## src/rtl/move_arbiter.sv

```systemverilog
// -----------------------------------------------------------------------------
// move_arbiter
//
// Collects player key presses and gravity ticks into a set of pending
// requests and offers them one at a time to the board logic through a
// valid/ack handshake. Priority: GRAVITY > ROTATE > LEFT > RIGHT > DOWN.
//
// Ports
//   clk         system clock (50 MHz)
//   rst_n       asynchronous, active-low reset
//   rotate_lvl  sampled key level, active-high
//   left_lvl    sampled key level, active-high
//   right_lvl   sampled key level, active-high
//   down_lvl    sampled key level, active-high
//   tick        one-cycle gravity pulse
//   run         game active; low flushes all pending work and forces IDLE
//   cmd_valid   a command is being offered
//   cmd_code    0 NONE, 1 ROTATE, 2 LEFT, 3 RIGHT, 4 DOWN, 5 GRAVITY
//   cmd_ack     board logic accepted the offered command
//   grav_miss   one-cycle pulse when a gravity tick merges into one pending
//
// Parameters
//   REPEAT_DLY  clk cycles a key must be held before its first auto-repeat
//   REPEAT_PER  clk cycles between subsequent auto-repeats
//
// Build option
//   MOVE_ARBITER_AUTOREPEAT_EN  when defined, LEFT, RIGHT and DOWN each get a
//   24-bit hold counter that re-requests the command while the key stays
//   down. When undefined, only press edges create requests.
// -----------------------------------------------------------------------------
module move_arbiter #(
  parameter logic [23:0] REPEAT_DLY = 24'd10_000_000,
  parameter logic [23:0] REPEAT_PER = 24'd2_500_000
) (
  input  logic       clk,
  input  logic       rst_n,
  input  logic       rotate_lvl,
  input  logic       left_lvl,
  input  logic       right_lvl,
  input  logic       down_lvl,
  input  logic       tick,
  input  logic       run,
  output logic       cmd_valid,
  output logic [2:0] cmd_code,
  input  logic       cmd_ack,
  output logic       grav_miss
);

  typedef enum logic [2:0] {
    CMD_NONE    = 3'd0,
    CMD_ROTATE  = 3'd1,
    CMD_LEFT    = 3'd2,
    CMD_RIGHT   = 3'd3,
    CMD_DOWN    = 3'd4,
    CMD_GRAVITY = 3'd5
  } cmd_e;

  typedef enum logic {
    ST_IDLE  = 1'b0,
    ST_ISSUE = 1'b1
  } state_e;

  // Bit positions inside the packed key vectors.
  localparam int K_ROT   = 0;
  localparam int K_LEFT  = 1;
  localparam int K_RIGHT = 2;
  localparam int K_DOWN  = 3;

  logic [3:0] key_lvl;
  logic [3:0] prev_q, prev_d;
  logic [3:0] arm_q, arm_d;
  logic [3:0] key_press;
  logic [3:1] key_rep;
  logic       conflict;

  logic [5:1] pend_q, pend_d;
  logic [5:1] event_vec;
  logic [5:1] grant_clr;
  logic       acked;
  cmd_e       prio_code;

  logic       grav_miss_q, grav_miss_d;
  state_e     state_q, state_d;
  logic       cmd_valid_q, cmd_valid_d;
  cmd_e       cmd_code_q, cmd_code_d;

  assign key_lvl = {down_lvl, right_lvl, left_lvl, rotate_lvl};

  // ---------------------------------------------------------------------------
  // Edge detection. A key is only armed once it has been seen low, so a key
  // that is already held when reset releases never counts as a press.
  // ---------------------------------------------------------------------------
  always_comb begin
    prev_d    = key_lvl;
    arm_d     = arm_q | ~key_lvl;
    key_press = key_lvl & ~prev_q & arm_q;
  end

  // Holding LEFT and RIGHT together cancels both until one is released.
  assign conflict = run & left_lvl & right_lvl;

`ifdef MOVE_ARBITER_AUTOREPEAT_EN
  // ---------------------------------------------------------------------------
  // Auto-repeat: index 0 LEFT, 1 RIGHT, 2 DOWN. The counter runs from 0 in the
  // press cycle; hitting REPEAT_DLY fires, then it reloads so the next hit is
  // REPEAT_PER cycles later. Any break in eligibility restarts it at 0.
  // ---------------------------------------------------------------------------
  localparam logic [23:0] REPEAT_RELOAD = REPEAT_DLY - REPEAT_PER + 24'd1;

  logic [23:0] hold_cnt_q [3];
  logic [23:0] hold_cnt_d [3];
  logic [2:0]  hold_en;
  logic [2:0]  rep_fire;

  always_comb begin
    for (int i = 0; i < 3; i++) begin
      hold_en[i]  = run & key_lvl[i+1] & arm_q[i+1] & ~(conflict & (i != 2));
      rep_fire[i] = hold_en[i] & (hold_cnt_q[i] == REPEAT_DLY);
      if (!hold_en[i]) begin
        hold_cnt_d[i] = '0;
      end else if (rep_fire[i]) begin
        hold_cnt_d[i] = REPEAT_RELOAD;
      end else begin
        hold_cnt_d[i] = hold_cnt_q[i] + 24'd1;
      end
    end
  end

  // NOTE: these counters are control state (a stale count would fire a
  // spurious repeat), so unlike a data RAM they must be reset.
  always_ff @(posedge clk or negedge rst_n) begin
    if (!rst_n) begin
      for (int i = 0; i < 3; i++) hold_cnt_q[i] <= '0;
    end else begin
      for (int i = 0; i < 3; i++) hold_cnt_q[i] <= hold_cnt_d[i];
    end
  end

  assign key_rep = rep_fire;
`else
  assign key_rep = 3'b000;

  // The timing parameters stay on the interface so both builds share one
  // instantiation; this empty scope is their only reference here.
  if ((REPEAT_DLY | REPEAT_PER) == 24'd0) begin : g_repeat_cfg_zero
  end
`endif

  // ---------------------------------------------------------------------------
  // Request events for this cycle. ROTATE only ever comes from a press edge.
  // ---------------------------------------------------------------------------
  always_comb begin
    // NOTE: every always_comb output gets a default first so no path can
    // leave it unassigned and infer a latch.
    event_vec = '0;
    if (run) begin
      event_vec[CMD_ROTATE]  = key_press[K_ROT];
      event_vec[CMD_LEFT]    = key_press[K_LEFT]  | key_rep[K_LEFT];
      event_vec[CMD_RIGHT]   = key_press[K_RIGHT] | key_rep[K_RIGHT];
      event_vec[CMD_DOWN]    = key_press[K_DOWN]  | key_rep[K_DOWN];
      event_vec[CMD_GRAVITY] = tick;
    end
  end

  assign acked = (state_q == ST_ISSUE) & cmd_ack;

  // One-hot of the command being retired by this cycle's ack.
  always_comb begin
    grant_clr = '0;
    for (int i = 1; i <= 5; i++) begin
      grant_clr[i] = acked & (int'(cmd_code_q) == i);
    end
  end

  // Set wins over clear, so an event coinciding with the ack of the same
  // command survives as a fresh request.
  always_comb begin
    pend_d = (pend_q & ~grant_clr) | event_vec;
    if (conflict) begin
      pend_d[CMD_LEFT]  = 1'b0;
      pend_d[CMD_RIGHT] = 1'b0;
    end
    if (!run) begin
      pend_d = '0;
    end
  end

  // A tick lands on an already-pending gravity request that is not being
  // retired this cycle: it is absorbed and reported.
  assign grav_miss_d = run & tick & pend_q[CMD_GRAVITY] & ~grant_clr[CMD_GRAVITY];

  always_comb begin
    prio_code = CMD_NONE;
    if (pend_q[CMD_GRAVITY]) begin
      prio_code = CMD_GRAVITY;
    end else if (pend_q[CMD_ROTATE]) begin
      prio_code = CMD_ROTATE;
    end else if (pend_q[CMD_LEFT]) begin
      prio_code = CMD_LEFT;
    end else if (pend_q[CMD_RIGHT]) begin
      prio_code = CMD_RIGHT;
    end else if (pend_q[CMD_DOWN]) begin
      prio_code = CMD_DOWN;
    end
  end

  // NOTE: all state flops use non-blocking assignments so every flop samples
  // the pre-edge values regardless of statement order.
  always_ff @(posedge clk or negedge rst_n) begin
    if (!rst_n) begin
      prev_q      <= '0;
      arm_q       <= '0;
      pend_q      <= '0;
      grav_miss_q <= 1'b0;
    end else begin
      prev_q      <= prev_d;
      arm_q       <= arm_d;
      pend_q      <= pend_d;
      grav_miss_q <= grav_miss_d;
    end
  end

  // ---------------------------------------------------------------------------
  // Issue FSM. The code is latched on entry to ISSUE and held until the ack,
  // so the board never sees the offer change under it. Returning through IDLE
  // spaces consecutive commands at least two cycles apart.
  // ---------------------------------------------------------------------------
  always_comb begin
    state_d     = state_q;
    cmd_valid_d = cmd_valid_q;
    cmd_code_d  = cmd_code_q;
    if (!run) begin
      state_d     = ST_IDLE;
      cmd_valid_d = 1'b0;
      cmd_code_d  = CMD_NONE;
    end else begin
      case (state_q)
        ST_IDLE: begin
          if (|pend_q) begin
            state_d     = ST_ISSUE;
            cmd_valid_d = 1'b1;
            cmd_code_d  = prio_code;
          end
        end
        ST_ISSUE: begin
          if (cmd_ack) begin
            state_d     = ST_IDLE;
            cmd_valid_d = 1'b0;
            cmd_code_d  = CMD_NONE;
          end
        end
        default: begin
          state_d     = ST_IDLE;
          cmd_valid_d = 1'b0;
          cmd_code_d  = CMD_NONE;
        end
      endcase
    end
  end

  always_ff @(posedge clk or negedge rst_n) begin
    if (!rst_n) begin
      state_q     <= ST_IDLE;
      cmd_valid_q <= 1'b0;
      cmd_code_q  <= CMD_NONE;
    end else begin
      state_q     <= state_d;
      cmd_valid_q <= cmd_valid_d;
      cmd_code_q  <= cmd_code_d;
    end
  end

  assign cmd_valid = cmd_valid_q;
  assign cmd_code  = cmd_code_q;
  assign grav_miss = grav_miss_q;

endmodule
```

## config.mk

```make
export PLATFORM = sky130hd
export DESIGN_NAME = move_arbiter
export DESIGN_NICKNAME = d
export VERILOG_FILES = /design/src/rtl/move_arbiter.sv
export SDC_FILE = /design/constraint.sdc
export NUM_CORES = 1
export LEC_CHECK = 0
export CAP_MARGIN = 0
export CORE_UTILIZATION = 35
export DETAILED_ROUTE_END_ITERATION = 10
export HOLD_SLACK_MARGIN = 0.02
export SLEW_MARGIN = 10
export SYNTH_ARGS = -nofsm -noshare
export SYNTH_HDL_FRONTEND = slang
export SYNTH_SLANG_ARGS = --single-unit
```

## constraint.sdc

```tcl
create_clock -name clk -period 1.85 [get_ports clk]
set_input_delay 0.37 -clock clk [delete_from_list [all_inputs] [get_ports clk]]
set_output_delay 0.37 -clock clk [all_outputs]
set_load 0.01 [all_outputs]
```

==> out/results.txt <==
vias in the first global route: 553
M3 GR Usage: 0.0374
Pwr Total: 790 uW
highest clock rate: 591 MHz
Clock Tree Root: clkbuf_4
DRC: 0
Syn Inst Count: 69
pwr/cell area: 805 nW/um^2
Starting DRT DRC Count: 0
Sink Count: 19
CTS Buf Count: 3
global-route wire length before repair: 2600 um
reg2reg path depth: 3
GRT Total Usage: 0.148
RSZ-0062 raised after global routing: no
Synth cell types: 23
Clk Latency, worst-skew pair: 290 ps
Pleak: 0.000394 uW
initial antenna violation count: 0
Final Hold Viols: 0
Synth Warn #: 0
Layout Nets: 97
core region area: 2040 sq um
Worst-Margin Slew: 308 ps
CP Launch Type: register
# port buffers: 13
number of iterations in the first detailed-routing pass: 1
cell internal pwr: 585 uW
DP Worst Slack: 251 ps
cell area after layout: 981 sq um
Data arrival, critical path: 1320 ps
synthesized area: 786 sq um
cts repair resizes: 0
cell depth of the worst setup path: 1
clock buffer depth: 2
Cell Area, Placed: 953 sq um
# hold bufs at CTS: 0
die area: 2440 sq um
busiest grt layer: met2
# Post-CTS Setup Buffers: 0
Top Family by Delay on Critical Path: buffers and inverters
routed vias/inst: 4.88
CP Capture Point: cmd_code[0]
endpoints failing setup: 0
max_cap viols: 0
worst setup margin: 159 ps
largest net degree at the start of global routing: 20
CTS tree: built
setup slack, reg-to-reg: 670 ps
Mapped Nets: 78
Gate power share: 0.149
period utilization: 0.914
cells along the critical path: clkdlybuf4s50_1
Yosys reg bits: 19
fin util: 0.480
worst path bufs/invs: 1
Sw Share: 0.259
CP startpoint: cmd_code[0]
remaining antenna violation count: 0
met1 Use GR: 0.196
peak per-stage delay on the critical path: 570 ps
Net Sw Power: 204 uW
CTS clk-pin slew, worst paths: 110 ps
worst flop-to-flop path endpoint: grav_miss
Syn-to-layout area delta: 24.8%
syn avg cell area: 11.4 sq um
crit path time final: 1690 ps
met2 Track Usage GR: 0.217
share of cells above drive strength 1: 0.0920
hold crit path type: primary input to async pin
GPL Wtd Cong: 0.788
vias: 556
sequential share of power: 0.595
Die H: 49.4 um
routed len/inst: 12.6 um
Clock Power Share: 0.256
Critical R2R Launch: state_q
Slowest-stage cell, CP: clkdlybuf4s50_1
num rows: 16
grt total ovfl: 0
Clock H-tree levels: 1
post-DP HPWL: 1090 um
crit path max fanout: 7
Die Width: 49.4 um
worst vdd ir: 0.369 mV
crit path capture type: primary output
Slew Limit Headroom: 0.795
Slew Viols, Final: 0
worst path required time: 1480 ps
Initial Utilization: 0.385
status: finished, final reports clean
crit path kind: register to primary output
skew final: 9.72 ps
ant diodes: 0
WL final: 1440 um
Setup TNS Final: 0 ps
Boundary Pins: 14
sequential share of the synthesized area: 0.605
==> power by group through the flow <==
stage	Combinational (uW)	Clock, uW	Sequential [uW]
4_1_cts	119	210	470
3_5_place_dp	119	0	478
5_1_grt	132	235	476
3_3_place_gp	117	0	478
6_report	117	202	470
2_1_floorplan	61.1	0	471
==> layout by cell type (no fill, tap or decap), types with 2 or more instances in the layout <==
cell type and count:
a21oi_1 6, buf_4 2, clkbuf_4 3, clkdlybuf4s50_1 13, dfrtp_1 19, inv_1 3, nand2_1 5, nand2b_1 5
nand3b_1 3, nand4b_1 3, nor2b_1 2, nor3_1 2, nor4_1 2, o21a_1 2, o21ai_0 5, o21ai_1 2
==> flip-flops by register name, summed over array words and instances, names as in the netlist <==
register	count
prev_q	4
cmd_valid	1
grav_miss	1
cmd_code	3
arm_q	4
state_q	1
pend_q	5
==> synth_stat cells <==
library cell,instances,area share
nand3b_1,3,0.029
nor2_1,1,0.0048
o21bai_1,1,0.0096
nor4_1,2,0.016
nor2b_1,2,0.016
or2b_1,1,0.0096
buf_6,1,0.014
o21ai_0,5,0.032
nor3_1,2,0.013
nand2b_1,5,0.040
nand2_1,5,0.024
a21oi_1,6,0.038
inv_1,3,0.014
and3_1,1,0.0080
dfrtp_1,19,0.61
o21a_1,2,0.019
o21ai_1,2,0.013
nand4b_1,3,0.033
a221oi_1,1,0.011
o311a_1,1,0.013
nor4_2,1,0.016
nor3_2,1,0.013
a21boi_1,1,0.0096
==> how the worst min path moves through the flow <==
stage / from / to
after CTS: rst_n / arm_q[1]
after detailed placement: arm_q[1] / arm_q[1]
after floorplan: rst_n / arm_q[0]
after global routing: rst_n / pend_q[4]
final: rst_n / pend_q[2]
after global placement: arm_q[3] / arm_q[3]
==> layout make-up <==
class                           count  area [sq um]
Fill cell                         204          1060
Inverter                            3          11.3
Multi-Input combinational cell     46           288
Timing Repair Buffer               15           145
Tap cell                           27          33.8
Sequential cell                    19           475
Clock inverter                      1          5.00
Clock buffer                        3          22.5
==> stage by stage <==
stage,instances,hold WS (ps)
floorplan,69,74.4
global placement,110,449
detailed placement,110,453
CTS,114,395
global route,114,412
finish,114,389
==> cells by family (layout without fill, tap and decap cells) <==
logic type,after synthesis,after routing,synth area share
simple gates,27,27,0.221
buf+inv,4,22,0.0287
flops,19,19,0.605
compound gates,19,19,0.145
==> metal layers <==
metal / vias up / share of wire
li1: 281 / -
met2: 9 / 0.43
met1: 262 / 0.52
met5: - / 0
met4: 0 / 0.024
met3: 4 / 0.026
No activity file was read; power rests on OpenSTA's default activity.
